--- config.mk ---
export PLATFORM = sky130hd
export DESIGN_NAME = nios_io_ctrl_flat
export DESIGN_NICKNAME = d
export VERILOG_FILES = /design/src/rtl/nios_io_ctrl_if.sv /design/src/rtl/nios_io_ctrl.sv /design/src/flat_wrapper.sv
export SDC_FILE = /design/constraint.sdc
export NUM_CORES = 1
export LEC_CHECK = 0
export CAP_MARGIN = 15
export CELL_PAD_IN_SITES_DETAIL_PLACEMENT = 1
export CELL_PAD_IN_SITES_GLOBAL_PLACEMENT = 1
export CORE_ASPECT_RATIO = 0.5
export CORE_MARGIN = 3
export CORE_UTILIZATION = 55
export CTS_BUF_LIST = sky130_fd_sc_hd__clkbuf_4
export DETAILED_ROUTE_END_ITERATION = 10
export GPL_TIMING_DRIVEN = 1
export PLACE_DENSITY = 0.89
export SYNTH_ARGS = -nofsm -noshare
export SYNTH_HDL_FRONTEND = slang
export SYNTH_SLANG_ARGS = --single-unit
--- constraint.sdc ---
create_clock -name clk_clk -period 6.6 [get_ports clk_clk]
set_input_delay 0.66 -clock clk_clk [delete_from_list [all_inputs] [get_ports clk_clk]]
set_output_delay 0.66 -clock clk_clk [all_outputs]
set_load 0.01 [all_outputs]
--- src/rtl/nios_io_ctrl_if.sv ---
// Pin-side and Nios-side signals of the dev-kit I/O conditioner.
// The master drives the raw pins and the Nios LED PIO value; the slave is the conditioner.
interface nios_io_ctrl_if;
    logic       key_0_raw_n;
    logic       key_1_raw_n;
    logic       switch_raw;
    logic       nios_led;
    logic       key_0_db_n;
    logic       key_1_db_n;
    logic       switch_db;
    logic       key_0_press;
    logic       key_1_press;
    logic       led_out;
    logic [1:0] led_mode;

    modport master (
        output key_0_raw_n, key_1_raw_n, switch_raw, nios_led,
        input  key_0_db_n, key_1_db_n, switch_db, key_0_press, key_1_press, led_out, led_mode
    );

    modport slave (
        input  key_0_raw_n, key_1_raw_n, switch_raw, nios_led,
        output key_0_db_n, key_1_db_n, switch_db, key_0_press, key_1_press, led_out, led_mode
    );
endinterface

--- src/rtl/nios_io_ctrl.sv ---
// Board I/O conditioner: synchronises and debounces two keys and a switch for the Nios PIOs,
// and arbitrates the board LED between the Nios PIO, a heartbeat blinker and a switch mirror.
module nios_io_ctrl #(
    parameter int unsigned DEBOUNCE_CYCLES   = 50000,
    parameter int unsigned BLINK_HALF_PERIOD = 25000000,
    parameter int unsigned CNT_W             = 26
) (
    input  logic           clk_clk,
    input  logic           reset_reset,
    nios_io_ctrl_if.slave  io
);

    typedef enum logic [1:0] {
        StNios   = 2'd0,
        StBlink  = 2'd1,
        StSwitch = 2'd2
    } led_state_e;

    // Bit order everywhere: [0]=key 0 (active-low), [1]=key 1 (active-low), [2]=switch.
    localparam logic [2:0]       IdleVal   = 3'b011;
    localparam logic [CNT_W-1:0] DbLast    = CNT_W'(DEBOUNCE_CYCLES - 1);
    localparam logic [CNT_W-1:0] BlinkLast = CNT_W'(BLINK_HALF_PERIOD - 1);

    logic [2:0]       w_raw;
    logic [2:0]       w_fire;
    logic [2:0]       r_sync1;
    logic [2:0]       r_sync2;
    logic [2:0]       r_db;
    logic [CNT_W-1:0] r_db_cnt [3];
    logic [1:0]       r_press;
    led_state_e       r_state;
    led_state_e       w_state_next;
    logic [CNT_W-1:0] r_blink_cnt;
    logic             r_phase;
    logic             r_led;

    assign w_raw = {io.switch_raw, io.key_1_raw_n, io.key_0_raw_n};

    // A debounced input flips when its synchronised value has disagreed for the whole window.
    always_comb begin
        w_fire = '0;
        for (int i = 0; i < 3; i++) begin
            w_fire[i] = (r_sync2[i] != r_db[i]) && (r_db_cnt[i] == DbLast);
        end
    end

    // Two-flop synchronisers, per-input debounce counters and press pulses.
    always_ff @(posedge clk_clk) begin
        if (reset_reset) begin
            r_sync1 <= IdleVal;
            r_sync2 <= IdleVal;
            r_db    <= IdleVal;
            r_press <= '0;
            for (int i = 0; i < 3; i++) begin
                r_db_cnt[i] <= '0;
            end
        end else begin
            r_sync1 <= w_raw;
            r_sync2 <= r_sync1;
            for (int i = 0; i < 3; i++) begin
                if (r_sync2[i] == r_db[i]) begin
                    r_db_cnt[i] <= '0;
                end else if (w_fire[i]) begin
                    r_db_cnt[i] <= '0;
                    r_db[i]     <= r_sync2[i];
                end else begin
                    r_db_cnt[i] <= r_db_cnt[i] + CNT_W'(1);
                end
            end
            // Pulse only on the falling (press) edge of the debounced keys.
            r_press <= w_fire[1:0] & ~r_sync2[1:0];
        end
    end

    // LED owner state register.
    always_ff @(posedge clk_clk) begin
        if (reset_reset) begin
            r_state <= StNios;
        end else begin
            r_state <= w_state_next;
        end
    end

    // Key 1 cycles the owner, key 0 forces Nios and wins a tie; stray encoding recovers to Nios.
    always_comb begin
        w_state_next = r_state;
        case (r_state)
            StNios:   if (r_press[1]) w_state_next = StBlink;
            StBlink:  if (r_press[1]) w_state_next = StSwitch;
            StSwitch: if (r_press[1]) w_state_next = StNios;
            default:  w_state_next = StNios;
        endcase
        if (r_press[0]) begin
            w_state_next = StNios;
        end
    end

    // Heartbeat: restarts with the LED lit on entry to blink mode, idles at zero otherwise.
    always_ff @(posedge clk_clk) begin
        if (reset_reset) begin
            r_blink_cnt <= '0;
            r_phase     <= 1'b0;
        end else if (w_state_next == StBlink) begin
            if (r_state != StBlink) begin
                r_blink_cnt <= '0;
                r_phase     <= 1'b1;
            end else if (r_blink_cnt == BlinkLast) begin
                r_blink_cnt <= '0;
                r_phase     <= ~r_phase;
            end else begin
                r_blink_cnt <= r_blink_cnt + CNT_W'(1);
            end
        end else begin
            r_blink_cnt <= '0;
        end
    end

    // Registered LED drive from whichever source currently owns it.
    always_ff @(posedge clk_clk) begin
        if (reset_reset) begin
            r_led <= 1'b0;
        end else begin
            case (r_state)
                StNios:   r_led <= io.nios_led;
                StBlink:  r_led <= r_phase;
                StSwitch: r_led <= r_db[2];
                default:  r_led <= 1'b0;
            endcase
        end
    end

    assign io.key_0_db_n  = r_db[0];
    assign io.key_1_db_n  = r_db[1];
    assign io.switch_db   = r_db[2];
    assign io.key_0_press = r_press[0];
    assign io.key_1_press = r_press[1];
    assign io.led_out     = r_led;
    assign io.led_mode    = r_state;

endmodule

--- src/flat_wrapper.sv ---
// flat-port wrapper written by rule: the top's interface ports become plain ports
module nios_io_ctrl_flat 
#(
    parameter int unsigned DEBOUNCE_CYCLES   = 50000,
    parameter int unsigned BLINK_HALF_PERIOD = 25000000,
    parameter int unsigned CNT_W             = 26
)
  (clk_clk, reset_reset, io_key_0_raw_n, io_key_1_raw_n, io_switch_raw, io_nios_led, io_key_0_db_n, io_key_1_db_n, io_switch_db, io_key_0_press, io_key_1_press, io_led_out, io_led_mode);
  nios_io_ctrl_if io_i ();
  input  logic clk_clk;
  input  logic reset_reset;
  input wire logic [$bits(io_i.key_0_raw_n)-1:0] io_key_0_raw_n;
  input wire logic [$bits(io_i.key_1_raw_n)-1:0] io_key_1_raw_n;
  input wire logic [$bits(io_i.switch_raw)-1:0] io_switch_raw;
  input wire logic [$bits(io_i.nios_led)-1:0] io_nios_led;
  output wire logic [$bits(io_i.key_0_db_n)-1:0] io_key_0_db_n;
  output wire logic [$bits(io_i.key_1_db_n)-1:0] io_key_1_db_n;
  output wire logic [$bits(io_i.switch_db)-1:0] io_switch_db;
  output wire logic [$bits(io_i.key_0_press)-1:0] io_key_0_press;
  output wire logic [$bits(io_i.key_1_press)-1:0] io_key_1_press;
  output wire logic [$bits(io_i.led_out)-1:0] io_led_out;
  output wire logic [$bits(io_i.led_mode)-1:0] io_led_mode;
  assign io_i.key_0_raw_n = io_key_0_raw_n;
  assign io_i.key_1_raw_n = io_key_1_raw_n;
  assign io_i.switch_raw = io_switch_raw;
  assign io_i.nios_led = io_nios_led;
  assign io_key_0_db_n = io_i.key_0_db_n;
  assign io_key_1_db_n = io_i.key_1_db_n;
  assign io_switch_db = io_i.switch_db;
  assign io_key_0_press = io_i.key_0_press;
  assign io_key_1_press = io_i.key_1_press;
  assign io_led_out = io_i.led_out;
  assign io_led_mode = io_i.led_mode;
  nios_io_ctrl #(.DEBOUNCE_CYCLES(DEBOUNCE_CYCLES), .BLINK_HALF_PERIOD(BLINK_HALF_PERIOD), .CNT_W(CNT_W)) u_core (.clk_clk(clk_clk), .reset_reset(reset_reset), .io(io_i));
endmodule
==> results_dict.tcl <==
set metrics [dict create \
    portBuffers 13 \
    p_sw_w 0.000377 \
    p_seq_frac 0.599 \
    rsz0062_at_grt "false" \
    path_clk_slew_ns 0.12 \
    fmax_ghz 0.358 \
    grt_pass1_vias 5349 \
    cts_tree "yes" \
    critPathTopFamily "simple AND/OR/NAND/NOR gates" \
    via_count 5160 \
    syn_area_per_cell_um2 9.81 \
    drive_above_1_share 0.0702 \
    synth_top_area_frac 0.382 \
    synth.distinct_cells 44 \
    synth_area_mm2 0.00613 \
    grt_max_degree 27 \
    first_pass_iters 5 \
    cts_htree_levels 4 \
    critPathKind "reg2reg" \
    place.detailed.hpwl_mm 10.1 \
    overflow 0 \
    cp.arrival_ns 3.06 \
    placed_area_mm2 0.00666 \
    initial_core_util 0.581 \
    synth-seq-area-share 0.516 \
    wl_per_cell_um 17.9 \
    nNetsFinal 724 \
    cts-root-buf "clkbuf_4" \
    netlist_top_cells_area "edfxtp_1 (38%), dfxtp_1 (13%), xnor2_1 (5.1%)" \
    max_stage_delay_ns 0.83 \
    die_area_mm2 0.0125 \
    synthXorXnorAreaFrac 0.0829 \
    drt-initial-drc-count 354 \
    synth_ff_type "edfxtp_1" \
    pwr_density_cell_mw_per_mm2 204 \
    report.power.total_w 0.00141 \
    synth_seq_cells 119 \
    ir_drop_v 0.000112 \
    synth_area_leader_cell "edfxtp_1" \
    crit_path_end_kind "register" \
    relSlewSlack 0.279 \
    start_kind "register" \
    cts-resized-gates 0 \
    design_area_mm2 0.00691 \
    maxCapViolations 0 \
    finish.utilization 0.656 \
    fill_cells 1236 \
    power_frac_clock 0.363 \
    dieWidth_um 155 \
    grt_util_all_layers 0.264 \
    slew_viol_final 0 \
    drc 0 \
    period_needed_ns 2.79 \
    path_buf_inv 0 \
    crit_required_ns 6.87 \
    clk_path_buf_depth 2 \
    setup_viol 0 \
    tightest_slew_ns 1.08 \
    synth_edf_count 78 \
    status "finished clean" \
    core_mm2 0.0105 \
    clock_latency_ns 0.57 \
    synthCells 625 \
    ant_nets 0 \
    critPathSlowestCell "o21ai_2" \
    p_int_w 0.00103 \
    critPathMaxFanout 25 \
    p_leak_nw 2.23 \
    async_flop_share 0 \
    crit_chain "or4_1, or3_1, o21ai_2, nor2_1" \
    p_sw_frac 0.268 \
    synthAdderAreaFrac 0.00817 \
    ctsHoldBuffers 0 \
    die_y_um 80.6 \
    hold_violations 0 \
    vias_per_cell 5.95 \
    yosysWarnings 0 \
    cts.sinks 119 \
    postCtsSetupBuffers 0 \
    routed_wl_mm 15.6 \
    diodes 0 \
    fin_cells 867 \
    period_share 0.423 \
    antenna_found_initial 1 \
    finalSetupTns_ns 0 \
    place.gp.congestion 0.770 \
    numCtsBuffers 17 \
    synth_top_family_by_area "simple AND/OR/NAND/NOR gates" \
    p_comb_frac 0.038 \
    grt_pass1_wl_mm 26.2 \
    synth-compound-area-share 0.0894 \
    synthSimpleGateAreaFrac 0.275 \
    ios 14 \
    area_growth_pct 12.7 \
    hp-class "reg2reg" \
    rows 26 \
    skew_ns 0.0290 \
    synth_mux_area_frac 0.00163 \
    place_inst 835 \
]
## logic make-up after synthesis
group,after synthesis
and+or+nand+nor,304
muxes,1
buffers and inverters,41
other,1
DFF,119
adders and majority gates,4
xor gates and xnor gates,58
AOI/OAI and AO/OA,97
## worst paths after layout
path	from	end	slack, ns	cells past startpoint
setup / recovery	u_core.r_db_cnt[0][10]$_SDFFCE_PN0P_	u_core.r_db_cnt[0][14]$_SDFFCE_PN0P_	3.81	4
hold / removal	u_core.r_sync1[0]$_SDFF_PP1_	u_core.r_sync2[0]$_SDFF_PP1_	0.41	1
setup reg to reg	u_core.r_db_cnt[0][10]$_SDFFCE_PN0P_	u_core.r_db_cnt[0][14]$_SDFFCE_PN0P_	3.81	4
hold reg to reg	u_core.r_sync1[0]$_SDFF_PP1_	u_core.r_sync2[0]$_SDFF_PP1_	0.41	1
## final cells by class
type	count	area, µm²	share of cell area
sequential	119	3160	0.458
multi-input combinational	542	3100	0.448
tap	140	175	0.0254
timing repair buffer	16	153	0.0221
clock buffer	18	135	0.0196
clock inverter	14	119	0.0172
inverter	18	67.6	0.00978
## synth_stat cells (2+ instances only)
| master | instances |
|---|---|
| a21oi_1 | 43 |
| and3_1 | 11 |
| and4_1 | 7 |
| buf_2 | 3 |
| clkbuf_1 | 19 |
| dfxtp_1 | 41 |
| edfxtp_1 | 78 |
| ha_1 | 4 |
| inv_1 | 18 |
| nand2_1 | 28 |
| nand3_1 | 30 |
| nand4_1 | 34 |
| nand4_2 | 3 |
| nor2_1 | 77 |
| nor2b_1 | 2 |
| nor3_1 | 11 |
| nor4_1 | 23 |
| nor4b_1 | 6 |
| nor4bb_1 | 2 |
| o21a_1 | 2 |
| o21ai_0 | 29 |
| o21ai_1 | 3 |
| o31ai_1 | 14 |
| or2_2 | 6 |
| or3_1 | 34 |
| or4_1 | 23 |
| xnor2_1 | 36 |
| xor2_1 | 22 |
## power groups by stage
| stage | registers [W] | logic (W) | clock network (W) |
|---|---|---|---|
| after floorplan | 0.000850 | 0.0000374 | 0 |
| after global placement | 0.000857 | 0.0000470 | 0 |
| after detailed placement | 0.000858 | 0.0000491 | 0 |
| after CTS | 0.000842 | 0.0000505 | 0.000520 |
| after global routing | 0.000847 | 0.0000603 | 0.000559 |
| final | 0.000843 | 0.0000528 | 0.000511 |
## per-stage QoR
step                hold slack [ns]  setup WS (ns)
finish                        0.413           3.81
global route                  0.429           3.59
CTS                           0.412           3.78
detailed placement            0.414           3.82
global placement              0.393           3.94
floorplan                     0.389           4.47
## cell usage in the layout, fill, tap and decap left out, drive strengths merged, types with 4 or more instances in the layout
cell	netlist	final
and4	8	8
or2	6	6
conb	1	78
ha	4	4
xor2	22	22
a21oi	43	43
nor4b	6	6
nand2	28	28
edfxtp	78	78
clkdlybuf4s50	0	13
clkbuf	19	18
dfxtp	41	41
nand3	31	31
and3	12	12
or4	23	23
nor4	23	23
o21ai	33	33
nand4	37	37
xnor2	36	36
nor3	11	11
inv	18	28
or3	35	35
o31ai	14	14
nor2	77	77
## flip-flops by register name, indices dropped and copies added, names as in the netlist
register            flops
u_core.r_press          2
u_core.io.led_mode      2
u_core.r_db             3
u_core.r_blink_cnt     26
u_core.r_db_cnt        78
u_core.r_phase          1
u_core.r_sync2          3
u_core.io.led_out       1
u_core.r_sync1          3
## per-layer routing
layer,wire [µm],global-route usage
met3,568,0.0667
met5,12,0
met4,226,0.0908
met1,7080,0.326
met2,7670,0.457
Power figures use the tool's default switching activity.
